## config.mk

```make
export PLATFORM = sky130hd
export DESIGN_NAME = read_state
export DESIGN_NICKNAME = d
export VERILOG_FILES = /design/src/rtl/read_state.sv
export SDC_FILE = /design/constraint.sdc
export NUM_CORES = 1
export LEC_CHECK = 0
export CORE_UTILIZATION = 30
export CTS_CLUSTER_SIZE = 12
export DETAILED_ROUTE_END_ITERATION = 7
export PLACE_DENSITY_LB_ADDON = 0.1
export SLEW_MARGIN = 10
export SYNTH_ARGS = -nofsm -noshare
export SYNTH_HDL_FRONTEND = slang
export SYNTH_SLANG_ARGS = --single-unit
export TNS_END_PERCENT = 50
```

## constraint.sdc

```tcl
create_clock -name Clk -period 7.8 [get_ports Clk]
set_clock_uncertainty 0.2 [all_clocks]
set_input_delay 1.56 -clock Clk [delete_from_list [all_inputs] [get_ports Clk]]
set_output_delay 1.56 -clock Clk [all_outputs]
set_load 0.05 [all_outputs]
```

## src/rtl/read_state.sv

```systemverilog
// read_state: single-burst SDRAM read sequencer.
// A free-running linear counter (rd_cnt) drives the whole sequence:
// ACTIVATE row -> READ column (no auto-precharge) -> capture SC_BL beats
// after CAS latency -> PRECHARGE all -> wait tRP -> done pulse.
// Runs in parallel with the write/refresh sequencers; the controller top
// arbitrates between them and muxes their command/address outputs.
module read_state #(
    parameter int ASIZE  = 13,  // SDRAM address bus width
    parameter int BSIZE  = 2,   // bank address width
    parameter int DSIZE  = 16,  // data width
    parameter int SC_RCD = 3,   // ACT-to-READ delay in clocks
    parameter int SC_CL  = 3,   // CAS latency, 2 or 3
    parameter int SC_BL  = 8,   // burst length, 1/2/4/8
    parameter int SC_RP  = 3    // PRECHARGE-to-idle delay in clocks
) (
    input  logic             Clk,
    input  logic             Rst_n,
    input  logic             read_en,
    input  logic [BSIZE-1:0] baddr_rr,
    input  logic [ASIZE-1:0] real_raddr_rr,
    input  logic [ASIZE-1:0] real_caddr_rr,
    input  logic [DSIZE-1:0] Dq,
    output logic             Cs_n,
    output logic             Ras_n,
    output logic             Cas_n,
    output logic             We_n,
    output logic [ASIZE-1:0] Sa,
    output logic [BSIZE-1:0] Ba,
    output logic [DSIZE-1:0] Rd_data,
    output logic             Rd_data_vaild,
    output logic [3:0]       Rd_beat,
    output logic             Rdata_done,
    output logic             rd_opt_done
);

    // SDRAM command encodings {Cs_n, Ras_n, Cas_n, We_n}
    localparam logic [3:0] CMD_NOP = 4'b0111;
    localparam logic [3:0] CMD_ACT = 4'b0011;
    localparam logic [3:0] CMD_RD  = 4'b0101;
    localparam logic [3:0] CMD_PRE = 4'b0010;

    // Sequence milestones, expressed as rd_cnt values.
    // CAP_S adds one clock on top of RD_T+CL because the READ command is
    // registered here and only reaches the device one edge after it is loaded.
    localparam int ACT_T_I  = 1;
    localparam int RD_T_I   = SC_RCD + 1;
    localparam int CAP_S_I  = RD_T_I + SC_CL + 1;
    localparam int CAP_E_I  = CAP_S_I + SC_BL - 1;
    localparam int PRE_T_I  = CAP_S_I + SC_BL;
    localparam int END_T_I  = PRE_T_I + SC_RP;

    localparam logic [15:0] ACT_T  = 16'(ACT_T_I);
    localparam logic [15:0] RD_T   = 16'(RD_T_I);
    localparam logic [15:0] CAP_S  = 16'(CAP_S_I);
    localparam logic [15:0] CAP_E  = 16'(CAP_E_I);
    localparam logic [15:0] PRE_T  = 16'(PRE_T_I);
    localparam logic [15:0] END_T  = 16'(END_T_I);
    // Count value seen right after the last beat has been captured
    localparam logic [15:0] DONE_T = 16'(PRE_T_I);
    // Low nibble of CAP_S; beat index is computed modulo 16, which is exact
    // because the capture window never exceeds 8 beats.
    localparam logic [3:0]  CAP_S_LO = 4'(CAP_S_I);

    // Bit position of the SDRAM auto-precharge / all-banks address line
    localparam int A10 = 10;

    // Returns 1 when the count lies inside the data-capture window
    function automatic logic in_capture_window(input logic [15:0] cnt);
        return (cnt >= CAP_S) && (cnt <= CAP_E);
    endfunction

    // Column address as driven on Sa during READ: bits [8:0] only, A10 low
    // so the bank stays open until the explicit PRECHARGE.
    function automatic logic [ASIZE-1:0] read_col_addr(input logic [ASIZE-1:0] caddr);
        logic [ASIZE-1:0] a;
        a      = {ASIZE{1'b0}};
        a[8:0] = caddr[8:0];
        a[A10] = 1'b0;
        return a;
    endfunction

    // Registered state
    logic [15:0]      rd_cnt_q,   rd_cnt_d;
    logic [3:0]       cmd_q,      cmd_d;
    logic [ASIZE-1:0] sa_q,       sa_d;
    logic [BSIZE-1:0] ba_q,       ba_d;
    logic [DSIZE-1:0] rd_data_q,  rd_data_d;
    logic [3:0]       rd_beat_q,  rd_beat_d;
    logic             rd_vld_q,   rd_vld_d;
    logic             opt_done_q, opt_done_d;

    // Sequence counter: cleared while disabled, wraps after END_T so a held
    // read_en restarts the sequence immediately
    always_comb begin
        rd_cnt_d = rd_cnt_q;
        if (!read_en) begin
            rd_cnt_d = 16'd0;
        end else if (rd_cnt_q == END_T) begin
            rd_cnt_d = 16'd0;
        end else begin
            rd_cnt_d = rd_cnt_q + 16'd1;
        end
    end

    // Command and address selection by count milestone; address/bank hold
    // between commands so the controller mux sees stable values
    always_comb begin
        cmd_d = CMD_NOP;
        sa_d  = sa_q;
        ba_d  = ba_q;
        if (rd_cnt_q == ACT_T) begin
            cmd_d = CMD_ACT;
            sa_d  = real_raddr_rr;
            ba_d  = baddr_rr;
        end else if (rd_cnt_q == RD_T) begin
            cmd_d = CMD_RD;
            sa_d  = read_col_addr(real_caddr_rr);
            ba_d  = baddr_rr;
        end else if (rd_cnt_q == PRE_T) begin
            cmd_d     = CMD_PRE;
            sa_d      = sa_q;
            sa_d[A10] = 1'b1;
            ba_d      = ba_q;
        end else begin
            cmd_d = CMD_NOP;
            sa_d  = sa_q;
            ba_d  = ba_q;
        end
    end

    // Read data capture: sample Dq on every edge of the window, tag each
    // beat with its index; outside the window only the valid flag drops
    always_comb begin
        rd_data_d = rd_data_q;
        rd_beat_d = rd_beat_q;
        rd_vld_d  = 1'b0;
        if (in_capture_window(rd_cnt_q)) begin
            rd_data_d = Dq;
            rd_beat_d = rd_cnt_q[3:0] - CAP_S_LO;
            rd_vld_d  = 1'b1;
        end else begin
            rd_data_d = rd_data_q;
            rd_beat_d = rd_beat_q;
            rd_vld_d  = 1'b0;
        end
    end

    // Completion pulse: registered on the wrap edge, so it is high for the
    // single cycle in which rd_cnt has just returned to zero
    always_comb begin
        opt_done_d = 1'b0;
        if (rd_cnt_q == END_T) begin
            opt_done_d = 1'b1;
        end else begin
            opt_done_d = 1'b0;
        end
    end

    // State registers with asynchronous active-low reset to an idle NOP bus
    always_ff @(posedge Clk or negedge Rst_n) begin
        if (!Rst_n) begin
            rd_cnt_q   <= 16'd0;
            cmd_q      <= CMD_NOP;
            sa_q       <= {ASIZE{1'b0}};
            ba_q       <= {BSIZE{1'b0}};
            rd_data_q  <= {DSIZE{1'b0}};
            rd_beat_q  <= 4'd0;
            rd_vld_q   <= 1'b0;
            opt_done_q <= 1'b0;
        end else begin
            rd_cnt_q   <= rd_cnt_d;
            cmd_q      <= cmd_d;
            sa_q       <= sa_d;
            ba_q       <= ba_d;
            rd_data_q  <= rd_data_d;
            rd_beat_q  <= rd_beat_d;
            rd_vld_q   <= rd_vld_d;
            opt_done_q <= opt_done_d;
        end
    end

    assign {Cs_n, Ras_n, Cas_n, We_n} = cmd_q;
    assign Sa            = sa_q;
    assign Ba            = ba_q;
    assign Rd_data       = rd_data_q;
    assign Rd_beat       = rd_beat_q;
    assign Rd_data_vaild = rd_vld_q;
    assign rd_opt_done   = opt_done_q;
    // Last-beat flag is combinational so it lines up with the final valid beat
    assign Rdata_done    = (rd_cnt_q == DONE_T) && read_en;

endmodule

```

# After elaboration in Yosys (flattened, before gate mapping)
# Index checks and enable logic that the tools add are counted.
# word_totals
reg_bits	57
latch_bits	0
mem_bits_rw	0
romBits	0
inputBits	47
word_cells	33
n_memories	0
# op_classes
addsub	2
n_mul	0
n_div	0
n_lt_le_gt_ge	2
eq_ne	4
n_shift	0
n_mux	12
n_bitwise	0
n_reduce_logical	4
# op_table
operator	n
$eq 16x5->1 const B	2
$mux 16	2
$mux 13	2
$add 16x1->16 const B	1
$eq 16x1->1 const B	1
$eq 16x3->1 const B	1
$ge 16x4->1 const B	1
$le 16x4->1 const B	1
$mux 11	1
$mux 3	3
$mux 2	2
$sub 4x4->4 const B	1
$reduce_bool 3->1	1
$logic_and 1x1->1	2
$mux 1	2
$reduce_bool 2->1	1

# Longest topological paths before layout
# Gate-level depths: netlist of the first run.
# depth
ltp_word	4
depth_mapped	7
ltp_nobuf	6

# Worst setup path before layout of the first run
# OpenSTA, ideal clock, no wires.
# synth_path
kind	register -> output
startpoint	register rd_cnt_q[11]
endpoint	output port Rdata_done
arrival_ns	2.248
setup_slack_ns	3.792
stages_incl_launch_ff	5
path_buffers	0
cell_sequence	dfrtp_1 or4_4 or3_4 nor4_1 and2_1
# synth_via
elab_chain_len	2
# synth_rtl
item	line	rtl
start: declaration	83	logic [15:0] rd_cnt_q, rd_cnt_d;
start signal: assignment	171	rd_cnt_q <= rd_cnt_d;
$eq 16x5->1	190	assign Rdata_done = (rd_cnt_q == DONE_T) && read_en;
$logic_and 1x1->1	190	
end: declaration	32	output logic Rdata_done,
# Every way passes these cells.

# Worst setup path after layout of the first run
# Ends and elaborated chain as after synthesis.

==> metrics.txt, run 1 <==
slowest CP cell clkdlybuf4s50_1; max-slew violation count 0; CTS tree done; share of layout cells above drive strength 1 14.7%; Area growth syn-to-layout 39.5%; worst r2r path cells 6; most frequent cells in the layout 82 x clkdlybuf4s50_1, 53 x dfrtp_1, 16 x nor2_1, 15 x mux2_4, 12 x a22o_1; H-Tree Depth 2; critical path buffer and inverter count 1; nets 327; Setup crit end kind primary output; # fillers 751; Largest stage delay, worst path 0.82 ns; max-cap violation count 0; WL final roughly 5.4 mm; final hold viol count 0; FF-to-FF Start rd_cnt_q[1]$_DFF_PN0_; Yosys reg bits 56; Slew HR 28.2%; routability cong. 0.703; GRT Resource Usage Total 12.9%; Worst-Skew Late Latency 0.30 ns; Initial Util 31.7%; Residual DRC 0; DIE HEIGHT 93.5 microns; yosys warns 0; highest clock rate 198 MHz; vias in the first global route 1,723; vias per cell 4.55; Hold Crit Depth 1; CP Launch Type flip-flop; io pins 89; worst vdd ir 0.0799 mV; Die W 93.5 microns; largest net degree at the start of global routing 57; setup TNS 0 ns; DRT Pass-1 Iters 4; area post-placement 0.00341 sq mm; placed cells between 300 and 400; Final min period around 5.1 ns; RSZ-0062 raised after global routing no; Synth Cell Area 0.00251 sq mm; worst-path cell chain or4_4, or3_4, nor4_1, and2_1, clkdlybuf4s50_1; Setup Fix Bufs, Post-CTS 0; Mapped Nets 248; Final Setup Violations 0; Setup CP Type flip-flop to primary output; Final ANT Viol Nets 0; post-route design area 0.00350 sq mm; via count 1,729; Clock Pin Slew Worst Setup and Hold Paths about 0.10 ns; Data required, critical path 6.04 ns; Reg2Reg Setup Slack around 4.7 ns; DR iter-0 viols between 60 and 70; status complete, no violations; Detail Placement HPWL 3.73 mm; total core area approximately 0.0079 sq mm; Slew @ Worst Pin 1.07 ns; die area 0.00874 sq mm; CTS sink count between 50 and 60; WL per Instance 14.1 microns; Hold Path Sink Sa[6]$_DFFE_PN0P_; CTS root buffer clkbuf_8; CTS max path bufs 2; Final period util 64.8%; HP Start Sa[6]$_DFFE_PN0P_; Crit path arrival time 3.29 ns; global-route wire length before repair ~9 mm; Layout Cells excl Fill 380; Hold Path Class flip-flop to flip-flop; Antenna Diode Count 0; total grt overflow 0; post-cts repair resize count 0; initial antenna violation count 0; cell row count 32; Post-Syn Instances 198; delay-heaviest family, CP simple AND/OR/NAND/NOR gates; CP max FO 4; Leak around 1.6 nW; commonest non-fill, non-tap cell in the layout clkdlybuf4s50_1; Pwr Density ~230 mW/mm^2; Crit Reg-Reg Endpoint Sa[10]$_DFFE_PN0P_; Yosys cell types 36; number of buffers inserted by port buffering between 80 and 90; Mean Syn Cell Area 12.7 sq um; hold-fix buffers at CTS 0; CTS Buf Count 5; Seq/Total Area, Yosys 56.0%
synthesized netlist by cell type:
cell,instances,area [sq um]
conb_1,1,3.75
dfstp_2,3,78.8
a21o_1,9,67.6
nand3_1,6,30.0
nor2_1,16,60.1
buf_6,3,33.8
ha_1,3,37.5
or4_4,2,22.5
a21oi_1,3,15.0
buf_2,4,20.0
nand2b_1,1,6.26
o31ai_1,2,15.0
and2_1,4,25.0
o41ai_4,1,27.5
mux2_2,4,45.0
xnor2_1,2,17.5
nor4_1,3,18.8
mux2_4,15,225
o21ai_0,3,15.0
dfrtp_1,53,1330
or4bb_1,1,11.3
nor4_4,1,21.3
inv_1,5,18.8
buf_4,1,7.51
nor3_1,1,5.00
a22o_1,12,105
and4_1,2,17.5
or4_1,3,22.5
nand2_1,9,33.8
nand4_1,5,31.3
a221o_1,1,10.0
or3_1,2,12.5
or4b_2,1,10.0
or3_4,1,11.3
clkbuf_1,6,22.5
xor2_1,9,78.8
how the worst max path moves through the flow:
stage	start	to	slack [ns]	depth (start not counted)
final	rd_cnt_q[11]$_DFF_PN0_	Rdata_done	2.75	5
after global routing	rd_cnt_q[11]$_DFF_PN0_	Rdata_done	2.63	5
after CTS	rd_cnt_q[11]$_DFF_PN0_	Rdata_done	2.71	5
after detailed placement	read_en	Rdata_done	2.94	3
after global placement	read_en	Rdata_done	2.93	3
after floorplan	rd_cnt_q[11]$_DFF_PN0_	Rdata_done	3.79	4
stage by stage:
| step | setup slack [ns] | hold slack, ns | util (%) | power [W] |
|---|---|---|---|---|
| after global routing | 2.63 | 0.292 | 44.2 | 0.000857 |
| after CTS | 2.71 | 0.287 | 44.2 | 0.000831 |
| after global placement | 2.93 | 0.258 | 43.0 | 0.000664 |
| after floorplan | 3.79 | 0.284 | - | 0.000549 |
| final | 2.75 | 0.282 | 44.2 | 0.000816 |
| after detailed placement | 2.94 | 0.264 | 43.0 | 0.000665 |
logic make-up after synthesis:
group                    synth area share, %
other                                  0.149
AO/OA/AOI/OAI                           10.2
multiplexers                            10.8
XOR/XNOR                                3.84
flip-flops                              56.0
buffers and inverters                   4.09
adder cells (fa/ha/maj)                 1.50
AND/OR/NAND/NOR                         13.5
flip-flops by register name, indices dropped and copies added, names as in the netlist:
| name | count |
|---|---|
| rd_opt_done | 1 |
| rd_cnt_q | 16 |
| Rd_data | 16 |
| Sa | 13 |
| Rd_beat | 4 |
| Ba | 2 |
| cmd_q | 3 |
| Rd_data_vaild | 1 |
worst register-to-register path: cells and delay by family, from the launching register on:
family                     cells  cell delay, ns
buffers and inverters          1            0.10
DFF                            1            0.41
AOI/OAI and AO/OA              1            0.40
adders and majority gates      1            0.14
and+or+nand+nor                3            1.79
cell type report:
type                       count  area, sq um  share of cell area (%)
clock buffer                   6         82.6                    2.36
sequential                    56         1410                    40.1
inverter                       5         18.8                   0.536
timing repair buffer          86          848                    24.2
multi-input combinational    123         1010                    28.8
clock inverter                 2         10.0                   0.286
tap                          102          128                    3.65
routing by layer:
metal  vias to the layer above  global-route usage, %  part of all wire, %
li1                        855                      -                    -
met3                         5                   3.74                  6.9
met1                       818                   17.3                   47
met5                         -                      0                    0
met4                         0                   3.33                 0.74
met2                        51                   20.2                   46
power breakdown:
part | leakage (nW) | switching (W) | total [W] | internal [W]
clock network | 0.0510 | 0.0000895 | 0.000161 | 0.0000711
registers | 0.707 | 0.0000205 | 0.000350 | 0.000329
logic | 0.809 | 0.000185 | 0.000305 | 0.000121
Power figures use the tool's default switching activity.
==> run 2: changes to the inputs <==
clock period = 4.94 ns   (was 7.8 ns; I/O delays follow)
==> run 2 against run 1 <==
  * Clock power is 83% higher
  * Sequential cell count stayed put
  * Non-clock buffer count stayed put
  * Wire length is 0.99% higher
  * Count of clock-buffer cells in the layout stayed put
==> metrics.txt, run 2 (synthesized netlist as in run 1, its figures left out) <==
Clock Power Share 22.2% (+2.5 points); largest net degree at the start of global routing 57 (unchanged); initial antenna violation count 0 (unchanged); most frequent cells in the layout 82 x clkdlybuf4s50_1, 53 x dfrtp_1, 16 x nor2_1, 15 x mux2_4, 12 x a22o_1; Net Sw Frac 35.3% (-0.82 points); number of buffers inserted by port buffering 83 (unchanged); # fillers 739 (-1.6%); H-Tree Depth 2 (unchanged); Area growth syn-to-layout 40.1%; met1 Use GR 17.2% (-0.16 points); vias in the first global route 1,715 (-0.46%); grt peak-use layer met2; GR Util met2 20.2% (+0.061 points); CTS tree done; post-route design area 0.00352 sq mm (+0.43%); Slew @ Worst Pin 1.02 ns (-0.0560 ns); delay-heaviest family, CP simple AND/OR/NAND/NOR gates; via count 1,728 (-0.058%); Slew HR 31.9% (+3.7 points); CTS max path bufs 2 (unchanged); CP max FO 4 (unchanged); nets 327 (unchanged); RSZ-0062 raised after global routing no; internal power 0.000862 W (+65%); GRT Resource Usage Total 12.8% (-0.085 points); Antenna Diode Count 0 (unchanged); Initial Util 31.7% (unchanged); Largest stage delay, worst path 0.81 ns (about the same); Crit path arrival time 3.28 ns (about the same); area post-placement 0.00341 sq mm (unchanged); CTS root buffer clkbuf_8; Setup CP Type flip-flop to primary output; Data required, critical path 3.75 ns (-2.29 ns); CTS Buf Count 5 (unchanged); Clock Pin Slew Worst Setup and Hold Paths 0.10 ns (about the same); slowest CP cell clkdlybuf4s50_1; Worst-Skew Late Latency 0.30 ns (about the same); Comb pwr share 36.3% (-1.1 points); global-route wire length before repair 8.60 mm (-1.6%); WL per Instance 14.3 microns (+0.99%); worst-path cell chain or4_4, or3_4, nor4_1, and2_1, clkdlybuf4s50_1; critical path buffer and inverter count 1 (unchanged); hold-fix buffers at CTS 0 (unchanged); share of layout cells above drive strength 1 14.4% (-0.36 points); status complete, no violations; vias per cell 4.55 (about the same); Pwr Density 379 mW/mm^2 (+62%); worst vdd ir 0.106 mV (+33%); Final min period 4.47 ns; met3 Use GR 2.93% (-0.81 points); max-slew violation count 0 (unchanged); Final Setup Violations 0 (unchanged); highest clock rate 224 MHz; DRT Pass-1 Iters 3 (-1); final hold viol count 0 (unchanged); DIE HEIGHT 93.5 microns (unchanged); CP Launch Type flip-flop; Leak 1.57 nW (+0.27%); Setup Fix Bufs, Post-CTS 0 (unchanged); WL final 5.43 mm (+0.99%); Setup crit end kind primary output; DR iter-0 viols 47 (-30%); total core area 0.00793 sq mm (unchanged); post-cts repair resize count 0 (unchanged); Seq pwr share 41.5% (-1.4 points); Final ANT Viol Nets 0 (unchanged); Hold Path Class flip-flop to flip-flop; cell row count 32 (unchanged); Residual DRC 0 (unchanged); io pins 89 (unchanged); commonest non-fill, non-tap cell in the layout clkdlybuf4s50_1; max-cap violation count 0 (unchanged); total grt overflow 0 (unchanged); Die W 93.5 microns (unchanged); setup TNS 0 ns (unchanged); routability cong. 0.674 (-4.2%); Final period util 90.4%; die area 0.00874 sq mm (unchanged); Detail Placement HPWL 3.81 mm (+2.3%); P_sw 0.000470 W (+59%); CTS sink count 56 (unchanged)
run 2: cell types whose count changed in the layout (fill, tap and decap cells not counted):
| cell | before | now |
|---|---|---|
| bufinv_16 | 0 | 1 |
| clkbuf_1 | 0 | 1 |
| clkbuf_8 | 6 | 5 |
| clkinv_2 | 2 | 1 |
run 2: layout make-up:
cell class / count / area [sq um] / area share, %
Clock inverter: 2 / 35.0 / 0.996
Tap cell: 102 / 128 / 3.63
Timing Repair Buffer: 86 / 848 / 24.1
Multi-Input combinational cell: 123 / 1010 / 28.7
Sequential cell: 56 / 1410 / 40.0
Inverter: 5 / 18.8 / 0.534
Clock buffer: 6 / 72.6 / 2.06
run 2: power groups by stage:
| stage | Combinational (W) | Clock [W] | Sequential [W] |
|---|---|---|---|
| after floorplan | 0.0000927 | 0 | 0.000773 |
| after global placement | 0.000488 | 0 | 0.000560 |
| after detailed placement | 0.000488 | 0 | 0.000563 |
| after CTS | 0.000489 | 0.000309 | 0.000554 |
| after global routing | 0.000505 | 0.000322 | 0.000561 |
| final | 0.000483 | 0.000295 | 0.000553 |
run 2: path summary, 6_finish.rpt:
kind,start,end,slack (ns),cells past startpoint
worst min-delay path,Sa[5]$_DFFE_PN0P_,Sa[5]$_DFFE_PN0P_,0.28,1
min in group asynchronous,Rst_n,Rd_data[10]$_DFFE_PN0P_,0.61,2
worst min register to register,Sa[5]$_DFFE_PN0P_,Sa[5]$_DFFE_PN0P_,0.28,1
worst max-delay path,rd_cnt_q[11]$_DFF_PN0_,Rdata_done,0.47,5
max in group asynchronous,Rst_n,rd_cnt_q[13]$_DFF_PN0_,3.45,2
worst max register to register,rd_cnt_q[2]$_DFF_PN0_,Ba[0]$_DFFE_PN0P_,1.75,4
run 2: metrics by stage:
stage | setup slack [ns] | power (W) | hold WS [ns] | cells | utilization [%]
after floorplan | 1.50 | 0.000866 | 0.284 | 198 | -
after global placement | 0.824 | 0.00105 | 0.258 | 372 | 43.0
after detailed placement | 0.762 | 0.00105 | 0.264 | 372 | 43.0
after CTS | 0.413 | 0.00135 | 0.286 | 380 | 44.3
after global routing | 0.302 | 0.00139 | 0.288 | 380 | 44.3
final | 0.474 | 0.00133 | 0.284 | 380 | 44.3
run 2: per-layer routing:
layer | vias up | share of wire (%) | wire length (microns)
met4 | 0 | 0.59 | 32
li1 | 849 | - | -
met2 | 42 | 46 | 2500
met3 | 2 | 6.2 | 335
met5 | - | 0 | 0
met1 | 835 | 47 | 2560
==> run 3: changes to the inputs <==
CORE_UTILIZATION = 45   (was 30)
PLACE_DENSITY = 0.8   (was default)
PLACE_DENSITY_LB_ADDON = default   (was 0.1)
==> run 3 against run 2 <==
  * Sequential share of layout area grew 0.55 points
  * Register-to-register slack is essentially flat
  * Critical path depth is the same
  * Via count grew 3.4%
  * Worst hold slack gained 0.0020 ns
  * Sequential power is essentially flat
  * Clock power shrank 2%
  * Critical endpoint unchanged
==> metrics.txt, run 3 (synthesized netlist as in run 1, its figures left out) <==
status complete, no violations; post-cts repair resize count 0 (unchanged); Final min period 4.20 ns (-0.266 ns); nets 326 (-0.31%); Worst-Skew Late Latency 0.30 ns (about the same); worst vdd ir 0.182 mV (+71%); via count 1,787 (+3.4%); initial antenna violation count 0 (unchanged); CTS root buffer clkbuf_8; CP Launch Type flip-flop; Initial Util 47.9% (+16 points); io pins 89 (unchanged); WL final 5.06 mm (-6.7%); WL per Instance 14.6 microns (+2.1%); CTS sink count 56 (unchanged); Crit path arrival time 3.01 ns (-0.27 ns); Setup CP Type flip-flop to primary output; CP max FO 4 (unchanged); total grt overflow 0 (unchanged); setup TNS 0 ns (unchanged); CTS Buf Count 5 (unchanged); Residual DRC 0 (unchanged); Leak 1.57 nW (-0.26%); hold-fix buffers at CTS 0 (unchanged); commonest non-fill, non-tap cell in the layout clkdlybuf4s50_1; Clock Pin Slew Worst Setup and Hold Paths 0.10 ns (about the same); Setup Fix Bufs, Post-CTS 0 (unchanged); DR iter-0 viols 101 (+110%); Final ANT Viol Nets 0 (unchanged); Data required, critical path 3.75 ns (about the same); DIE HEIGHT 76.7 microns (-18%); max-slew violation count 0 (unchanged); die area 0.00588 sq mm (-33%); CTS max path bufs 2 (unchanged); global-route wire length before repair 8.41 mm (-2.2%); Slew @ Worst Pin 1.13 ns (+0.113 ns); Detail Placement HPWL 3.62 mm (-5.0%); RSZ-0062 raised after global routing no; Hold Path Class flip-flop to flip-flop; largest net degree at the start of global routing 57 (unchanged); share of layout cells above drive strength 1 14.1% (-0.31 points); placed cells 339 (-8.9%); vias in the first global route 1,737 (+1.3%); Final period util 85.0% (-5.4 points); Pwr Density 381 mW/mm^2 (+0.73%); vias per cell 5.15 (+13%); Slew HR 24.6% (-7.3 points); GRT Resource Usage Total 17.9% (+5.1 points); Antenna Diode Count 0 (unchanged); Area growth syn-to-layout 38.2%; Die W 76.7 microns (-18%); worst hold slack 0.286 ns (+0.00195 ns); DRT Pass-1 Iters 4 (+1); most frequent cells in the layout 82 x clkdlybuf4s50_1, 53 x dfrtp_1, 16 x nor2_1, 15 x mux2_4, 12 x a22o_1; H-Tree Depth 2 (unchanged); Layout Cells excl Fill 347 (-8.7%); CTS tree done; Final Setup Violations 0 (unchanged); highest clock rate 238 MHz (+6.3%); final hold viol count 0 (unchanged); max-cap violation count 0 (unchanged); routability cong. 0.800 (+19%); Setup crit end kind primary output; number of buffers inserted by port buffering 83 (unchanged); cell row count 26 (-19%); total core area 0.00524 sq mm (-34%)
-- run 3: cell count changes in the layout (fill, tap and decap cells not counted), sizes merged --
| cell | previous run | this run |
|---|---|---|
| buf | 4 | 3 |
-- run 3: through the flow --
stage	total power (W)	worst slack, ns	area, sq um	utilization [%]
after floorplan	0.000866	1.50	2510	-
after global placement	0.00104	1.09	3360	64.2
after detailed placement	0.00105	1.07	3360	64.2
after CTS	0.00134	0.724	3470	66.2
after global routing	0.00138	0.670	3470	66.2
final	0.00132	0.740	3470	66.2
-- run 3: path summary, 6_finish.rpt --
check	cells after the start	from	slack, ns	endpoint
hold / removal	1	Sa[6]$_DFFE_PN0P_	0.29	Sa[6]$_DFFE_PN0P_
max in group asynchronous	2	Rst_n	3.48	Rd_data[8]$_DFFE_PN0P_
hold reg to reg	1	Sa[6]$_DFFE_PN0P_	0.29	Sa[6]$_DFFE_PN0P_
min in group asynchronous	2	Rst_n	0.60	rd_cnt_q[7]$_DFF_PN0_
setup reg to reg	6	rd_cnt_q[0]$_DFF_PN0_	1.74	Sa[10]$_DFFE_PN0P_
setup / recovery	5	rd_cnt_q[11]$_DFF_PN0_	0.74	Rdata_done
-- run 3: layout make-up --
class | count | area, sq um
Clock buffer | 6 | 72.6
Clock inverter | 2 | 35.0
Fill cell | 412 | 1770
Inverter | 5 | 18.8
Multi-Input combinational cell | 123 | 1010
Sequential cell | 56 | 1410
Tap cell | 70 | 87.6
Timing Repair Buffer | 85 | 841
-- run 3: critical path, cell delays in order, from the launching register on --
cell and delay [ns]:
dfrtp_1 0.42, or4_4 0.59, or3_4 0.42, nor4_1 0.31
and2_1 0.18, clkdlybuf4s50_1 0.80
-- run 3: where the power goes --
part / leakage [nW] / internal, W / total (W) / switching [W]
logic: 0.804 / 0.000190 / 0.000482 / 0.000291
registers: 0.707 / 0.000520 / 0.000554 / 0.0000337
clock network: 0.0552 / 0.000151 / 0.000288 / 0.000137
-- run 3: layer usage --
metal / share of wire (%) / up-vias / wire length [microns] / GRT usage, %
li1: - / 849 / - / -
met1: 46 / 880 / 2320 / 24.5
met2: 47 / 53 / 2400 / 28.6
met3: 5.9 / 5 / 300 / 4.76
met4: 0.79 / 0 / 40 / 3.65
met5: 0 / - / 0 / 0
